`src/rtl/gcd_pkg.sv`:
```
// Shared types and constants for the GCD engine initiator.
package gcd_pkg;

  localparam int GCD_W     = 8;
  localparam int BUF_DEPTH = 2;

  typedef enum logic [1:0] {
    S_IDLE   = 2'd0,
    S_LAUNCH = 2'd1,
    S_WAIT   = 2'd2,
    S_FETCH  = 2'd3
  } state_t;

  typedef struct packed {
    logic [GCD_W-1:0] a;
    logic [GCD_W-1:0] b;
    logic [GCD_W-1:0] res;
  } entry_t;

endpackage

```
`src/rtl/gcd_res_buf.sv`:
```
// Two-entry result FIFO; head is always visible, storage resets to zero.
module gcd_res_buf
  import gcd_pkg::*;
#(
  parameter type T = entry_t
) (
  input  logic       i_clk,
  input  logic       i_rst_n,
  input  logic       i_push,
  input  T           i_push_data,
  input  logic       i_pop,
  output T           o_head,
  output logic [1:0] o_count
);

  T           r_mem [BUF_DEPTH];
  logic       r_wr_ptr;
  logic       r_rd_ptr;
  logic [1:0] r_count;
  logic       w_push;
  logic       w_pop;

  assign w_pop  = i_pop && (r_count != 2'd0);
  // A pop in the same cycle frees the slot, so push at full is allowed then.
  assign w_push = i_push && ((r_count != 2'(BUF_DEPTH)) || w_pop);

  always_ff @(posedge i_clk or negedge i_rst_n) begin
    if (!i_rst_n) begin
      for (int i = 0; i < BUF_DEPTH; i++) r_mem[i] <= '0;
      r_wr_ptr <= 1'b0;
      r_rd_ptr <= 1'b0;
      r_count  <= 2'd0;
    end else begin
      if (w_push) begin
        r_mem[r_wr_ptr] <= i_push_data;
        r_wr_ptr        <= ~r_wr_ptr;
      end
      if (w_pop) r_rd_ptr <= ~r_rd_ptr;
      case ({w_push, w_pop})
        2'b10:   r_count <= r_count + 2'd1;
        2'b01:   r_count <= r_count - 2'd1;
        default: r_count <= r_count;
      endcase
    end
  end

  assign o_head  = r_mem[r_rd_ptr];
  assign o_count = r_count;

endmodule

```
`src/rtl/gcd_master.sv`:
```
// Launches one GCD engine computation at a time, fetches the result and
// queues {a, b, gcd} for a downstream consumer; sticky timeout supervision.
module gcd_master
  import gcd_pkg::*;
#(
  parameter int W       = GCD_W,
  parameter int TIMEOUT = 255
) (
  input  logic         i_clk,
  input  logic         i_rst_n,
  input  logic         i_in_valid,
  output logic         o_in_ready,
  input  logic [W-1:0] i_in_a,
  input  logic [W-1:0] i_in_b,
  output logic [W-1:0] o_eng_a,
  output logic [W-1:0] o_eng_b,
  output logic         o_eng_start,
  input  logic         i_eng_res_rdy,
  input  logic [W-1:0] i_eng_res,
  output logic         o_eng_res_fetch,
  output logic         o_out_valid,
  input  logic         i_out_ready,
  output logic [W-1:0] o_out_a,
  output logic [W-1:0] o_out_b,
  output logic [W-1:0] o_out_res,
  output logic         o_err_timeout,
  input  logic         i_clr_err
);

  typedef struct packed {
    logic [W-1:0] a;
    logic [W-1:0] b;
    logic [W-1:0] res;
  } ent_t;

  localparam int            TW     = (TIMEOUT > 1) ? $clog2(TIMEOUT + 1) : 1;
  localparam logic [TW-1:0] TO_MAX = TW'(TIMEOUT);

  state_t        r_state;
  logic [W-1:0]  r_a;
  logic [W-1:0]  r_b;
  logic [W-1:0]  r_res;
  logic [TW-1:0] r_timer;
  logic          r_err;

  logic [1:0]    w_count;
  ent_t          w_head;
  ent_t          w_push_data;
  logic          w_accept;
  logic          w_pop;
  logic          w_to_hit;

  assign o_in_ready = (r_state == S_IDLE) && (w_count < 2'(BUF_DEPTH));
  assign w_accept   = i_in_valid && o_in_ready;
  // Fires on the step that takes the WAIT-cycle count to TIMEOUT, once per launch.
  assign w_to_hit   = (TIMEOUT != 0) && (r_state == S_WAIT) &&
                      (r_timer == TO_MAX - TW'(1));

  always_ff @(posedge i_clk or negedge i_rst_n) begin
    if (!i_rst_n) begin
      r_state <= S_IDLE;
      r_a     <= '0;
      r_b     <= '0;
      r_res   <= '0;
      r_timer <= '0;
    end else begin
      case (r_state)
        S_IDLE: if (w_accept) begin
          r_a     <= i_in_a;
          r_b     <= i_in_b;
          r_state <= S_LAUNCH;
        end
        S_LAUNCH: begin
          r_timer <= '0;
          r_state <= S_WAIT;
        end
        S_WAIT: begin
          if (r_timer != TO_MAX) r_timer <= r_timer + TW'(1);
          if (i_eng_res_rdy) begin
            r_res   <= i_eng_res;
            r_state <= S_FETCH;
          end
        end
        default: r_state <= S_IDLE;
      endcase
    end
  end

  always_ff @(posedge i_clk or negedge i_rst_n) begin
    if (!i_rst_n)        r_err <= 1'b0;
    else if (w_to_hit)   r_err <= 1'b1;
    else if (i_clr_err)  r_err <= 1'b0;
  end

  assign w_push_data = '{a: r_a, b: r_b, res: r_res};
  assign w_pop       = o_out_valid && i_out_ready;

  gcd_res_buf #(.T(ent_t)) u_buf (
    .i_clk       (i_clk),
    .i_rst_n     (i_rst_n),
    .i_push      (r_state == S_FETCH),
    .i_push_data (w_push_data),
    .i_pop       (w_pop),
    .o_head      (w_head),
    .o_count     (w_count)
  );

  assign o_eng_a         = r_a;
  assign o_eng_b         = r_b;
  assign o_eng_start     = (r_state == S_LAUNCH);
  assign o_eng_res_fetch = (r_state == S_FETCH);
  assign o_out_valid     = (w_count != 2'd0);
  assign o_out_a         = w_head.a;
  assign o_out_b         = w_head.b;
  assign o_out_res       = w_head.res;
  assign o_err_timeout   = r_err;

endmodule

```
`config.mk`:
```
export PLATFORM = sky130hd
export DESIGN_NAME = gcd_master
export DESIGN_NICKNAME = d
export VERILOG_FILES = /design/src/rtl/gcd_pkg.sv /design/src/rtl/gcd_res_buf.sv /design/src/rtl/gcd_master.sv
export SDC_FILE = /design/constraint.sdc
export NUM_CORES = 1
export LEC_CHECK = 0
export ABC_CLOCK_PERIOD_IN_PS = 4030
export CORE_ASPECT_RATIO = 0.75
export CORE_MARGIN = 1
export CORE_UTILIZATION = 45
export DETAILED_ROUTE_END_ITERATION = 6
export PLACE_DENSITY = 0.71
export SLEW_MARGIN = 20
export SYNTH_ARGS = -nofsm -noshare
export SYNTH_HDL_FRONTEND = slang
export SYNTH_SLANG_ARGS = --single-unit
```
`constraint.sdc`:
```
create_clock -name i_clk -period 4.03 [get_ports i_clk]
set_clock_uncertainty 0.05 [all_clocks]
set_input_delay 0.6045 -clock i_clk [delete_from_list [all_inputs] [get_ports i_clk]]
set_output_delay 0.6045 -clock i_clk [all_outputs]
set_load 0.02 [all_outputs]
```
==> impl_metrics.env <==
export IMPL_status="completed"
export IMPL_synth_compound_area_share=0.0422
export IMPL_final_min_clock_period_ns=2.94
export IMPL_setup_viol_count_final=0
export IMPL_cell_with_the_biggest_individual_delay_on_the_critical_path="sky130_fd_sc_hd__dfrtp_1"
export IMPL_grt_antenna_before_repair=0
export IMPL_postSynthRegisterBits=87
export IMPL_grtUsageTotal=0.189
export IMPL_placement_rows=28
export IMPL_min_delay_path_class="input pin to async pin"
export IMPL_place_detailed_instances=442
export IMPL_vdd_drop_max_v=0.000606
export IMPL_drt_iter0_drc=79
export IMPL_final_core_utilization=0.622
export IMPL_pin_count=75
export IMPL_synth_seq_area_share=0.561
export IMPL_cts_hold_buffers=0
export IMPL_timing_critical_path_cells="buf_4, mux2_2, clkdlybuf4s50_1"
export IMPL_p_comb_frac=0.443
export IMPL_actual_transition_at_the_worst_max_transition_pin_ns=0.730
export IMPL_cell_internal_pwr_mw=3.06
export IMPL_cts_buffers=9
export IMPL_cts_post_setup_buffers_inserted=0
export IMPL_postLayoutCellArea_sq_um=5050
export IMPL_mappedNetlistArea_sq_um=3880
export IMPL_yosys_area_share_adder=0.0193
export IMPL_drt_via_density=5.20
export IMPL_finalNonFillerCells=458
export IMPL_worst_endpoint_required_ns=3.38
export IMPL_synth_nets=307
export IMPL_num_vias=2382
export IMPL_cts_root_buffer_cell="sky130_fd_sc_hd__clkbuf_16"
export IMPL_synth_top_cells_by_area="sky130_fd_sc_hd__dfrtp_1 (56%), sky130_fd_sc_hd__mux2_2 (27%), sky130_fd_sc_hd__ha_1 (1.9%)"
export IMPL_drt_wirelength_per_cell_um=16.9
export IMPL_yosys_warnings=0
export IMPL_unrepaired_setup_endpoints_after_global_routing="no"
export IMPL_total_placed_instance_area_sq_um=4700
export IMPL_first_pass_iters=4
export IMPL_worst_ep_arrival_time_ns=2.28
export IMPL_power_frac_seq=0.348
export IMPL_wire_length_of_the_first_global_routing_pass_um=12600
export IMPL_postRouteWirelength_um=7730
export IMPL_die_area_sq_um=9000
export IMPL_total_count_of_hold_check_failures_in_the_final_report=0
export IMPL_power_per_cell_area_nw_per_um2=910
export IMPL_finalNetCount=384
export IMPL_antenna_cells=0
export IMPL_start_util=0.478
export IMPL_final_period_utilization=0.729
export IMPL_layout_filler_cells=646
export IMPL_maximum_number_of_pins_on_one_net_before_global_route_repair=59
export IMPL_totalNegativeSetupSlack_ns=0
export IMPL_cts_sink_count=87
export IMPL_post_synth_xor_area_fraction=0.00226
export IMPL_synthDominantCellAreaShare=0.561
export IMPL_vias_in_the_first_global_route=2412
export IMPL_area_sequential_sq_um=2180
export IMPL_max_slew_margin_rel=0.513
export IMPL_netlist_top_cell_by_area="sky130_fd_sc_hd__dfrtp_1"
export IMPL_slew_violations=0
export IMPL_power_clock_fraction=0.209
export IMPL_cp_max_fo=13
export IMPL_power_share_switching=0.334
export IMPL_multi_input_comb_area_sq_um=1600
export IMPL_hpwl_dp_um=5230
export IMPL_syn_instance_count=271
export IMPL_crit_path_max_incr_delay_ns=0.70
export IMPL_synthDistinctLibCells=41
export IMPL_synthToLayoutAreaGrowth_pct=30.2
export IMPL_post_route_cells_drive_above_1_share=0.340
export IMPL_clk_latency_ns=0.33
export IMPL_synth_simple_gate_area_frac=0.0625
export IMPL_postSynthAreaPerCell_sq_um=14.3
export IMPL_clock_pin_slew_of_the_registers_on_the_worst_case_setup_and_hold_paths_ns=0.06
export IMPL_start_kind="register"
export IMPL_netSwitchingPower_mw=1.54
export IMPL_count_of_maximum_capacitance_violations=0
export IMPL_io_buffers=74
export IMPL_maxClockFrequency_mhz=340
export IMPL_synth_top_family_by_area="multiplexers"
export IMPL_leakage_nw=2.17
export IMPL_cts_max_level=3
export IMPL_place_gp_congestion=0.834
export IMPL_die_height_um=82.4
export IMPL_end_kind="primary output"
export IMPL_detail_route_drc_violations=0
export IMPL_post_cts_resize_count=0
export IMPL_grt_remaining_overflow=0
export IMPL_placeableCoreArea_sq_um=8130
export IMPL_clock_tree_from_tritoncts="built"
export IMPL_postRouteAntennaNets=0
export IMPL_die_width_um=109
export IMPL_critical_setup_path_class="register to primary output"
export IMPL_synth_mux_area_fraction=0.287
export IMPL_cts_buffer_depth=2
==> final timing paths <==
kind	start	endpoint	slack, ns	depth (start not counted)
min in group i_clk	u_buf.r_mem[44]	u_buf.r_mem[44]	0.43	1
hold / removal	i_rst_n	u_buf.o_count[0]	0.27	1
setup reg to reg	r_state[0]	r_state[1]	1.95	5
max in group asynchronous	i_rst_n	u_buf.r_mem[18]	2.79	2
setup / recovery	u_buf.r_rd_ptr	o_out_a[0]	1.09	3
hold reg to reg	u_buf.r_mem[44]	u_buf.r_mem[44]	0.43	1
==> cells in the mapped netlist, drive strengths merged <==
cell type	n
a21oi	7
o22a	1
buf	7
o21ai	6
a31oi	2
or2	1
and4	1
mux2	97
and2	1
o2111ai	1
or3	1
ha	6
nand3b	3
nor2	3
a41oi	1
nor3	2
nand2	5
a32o	1
and2b	1
nor3b	2
clkbuf	4
dfrtp	87
nand3	3
nor2b	5
inv	7
o22ai	2
mux2i	2
a311oi	3
and3	3
o221a	1
nand4	2
xnor2	1
or2b	1
nand2b	1
==> kinds of logic (layout without fill, tap and decap cells) <==
kind of cell,count (synthesis),after routing
muxes,99,99
DFF,87,87
and+or+nand+nor,35,35
AOI/OAI and AO/OA,25,25
buffers and inverters,18,100
adders and majority gates,6,6
xor gates and xnor gates,1,1
==> cell usage in the layout, fill, tap and decap left out, types with 2 or more instances in the layout <==
master,n
sky130_fd_sc_hd__dfrtp_1,87
sky130_fd_sc_hd__clkbuf_8,2
sky130_fd_sc_hd__inv_1,6
sky130_fd_sc_hd__nand4_1,2
sky130_fd_sc_hd__nand2_1,5
sky130_fd_sc_hd__buf_4,4
sky130_fd_sc_hd__ha_1,6
sky130_fd_sc_hd__nand3_1,3
sky130_fd_sc_hd__a21oi_1,7
sky130_fd_sc_hd__a31oi_1,2
sky130_fd_sc_hd__clkbuf_16,9
sky130_fd_sc_hd__a311oi_1,3
sky130_fd_sc_hd__mux2_1,4
sky130_fd_sc_hd__o21ai_0,6
sky130_fd_sc_hd__nor2b_1,5
sky130_fd_sc_hd__bufinv_16,3
sky130_fd_sc_hd__o22ai_1,2
sky130_fd_sc_hd__nor2_1,3
sky130_fd_sc_hd__mux2i_1,2
sky130_fd_sc_hd__and3_1,3
sky130_fd_sc_hd__clkdlybuf4s50_1,73
sky130_fd_sc_hd__mux2_2,93
==> cell type report <==
class,count,share of cell area
well taps,105,0.0260
clock inverters,5,0.0205
clock buffers,11,0.0500
inverters,7,0.00520
repair buffers,77,0.150
multi-input cells,166,0.317
flip-flops and latches,87,0.431
==> flip-flops by register name, summed over array words and instances (netlist names), 2 cells and up <==
register and flops:
o_eng_a 8, o_eng_b 8, r_res 8, r_state 2, r_timer 8, u_buf.o_count 2, u_buf.r_mem 48
==> per-layer routing <==
metal	vias up	GRT usage	part of all wire
li1	1135	-	-
met1	1170	0.270	0.50
met2	69	0.282	0.43
met3	8	0.0542	0.054
met4	0	0.0520	0.0084
met5	-	0	0
==> power groups by stage <==
stage / combinational, mW / sequential, mW / clock (mW)
5_1_grt: 2.19 / 1.67 / 1.02
6_report: 2.04 / 1.60 / 0.960
4_1_cts: 2.07 / 1.60 / 0.981
2_1_floorplan: 1.24 / 1.59 / 0
3_3_place_gp: 2.02 / 1.60 / 0
3_5_place_dp: 2.06 / 1.61 / 0
==> worst max-delay path: cells and delay by family, from the launching register on <==
kind / cells / cell delay (ns)
muxes: 1 / 0.37
DFF: 1 / 0.70
buffers and inverters: 2 / 0.88
==> through the flow <==
stage | setup WS [ns] | hold WS, ns | power, mW
floorplan | 2.15 | 0.259 | 2.83
global placement | 1.44 | 0.419 | 3.62
detailed placement | 1.38 | 0.421 | 3.67
CTS | 1.02 | 0.309 | 4.66
global route | 0.944 | 0.352 | 4.87
finish | 1.09 | 0.273 | 4.60
Note: power is estimated with default switching activity, not from simulation.
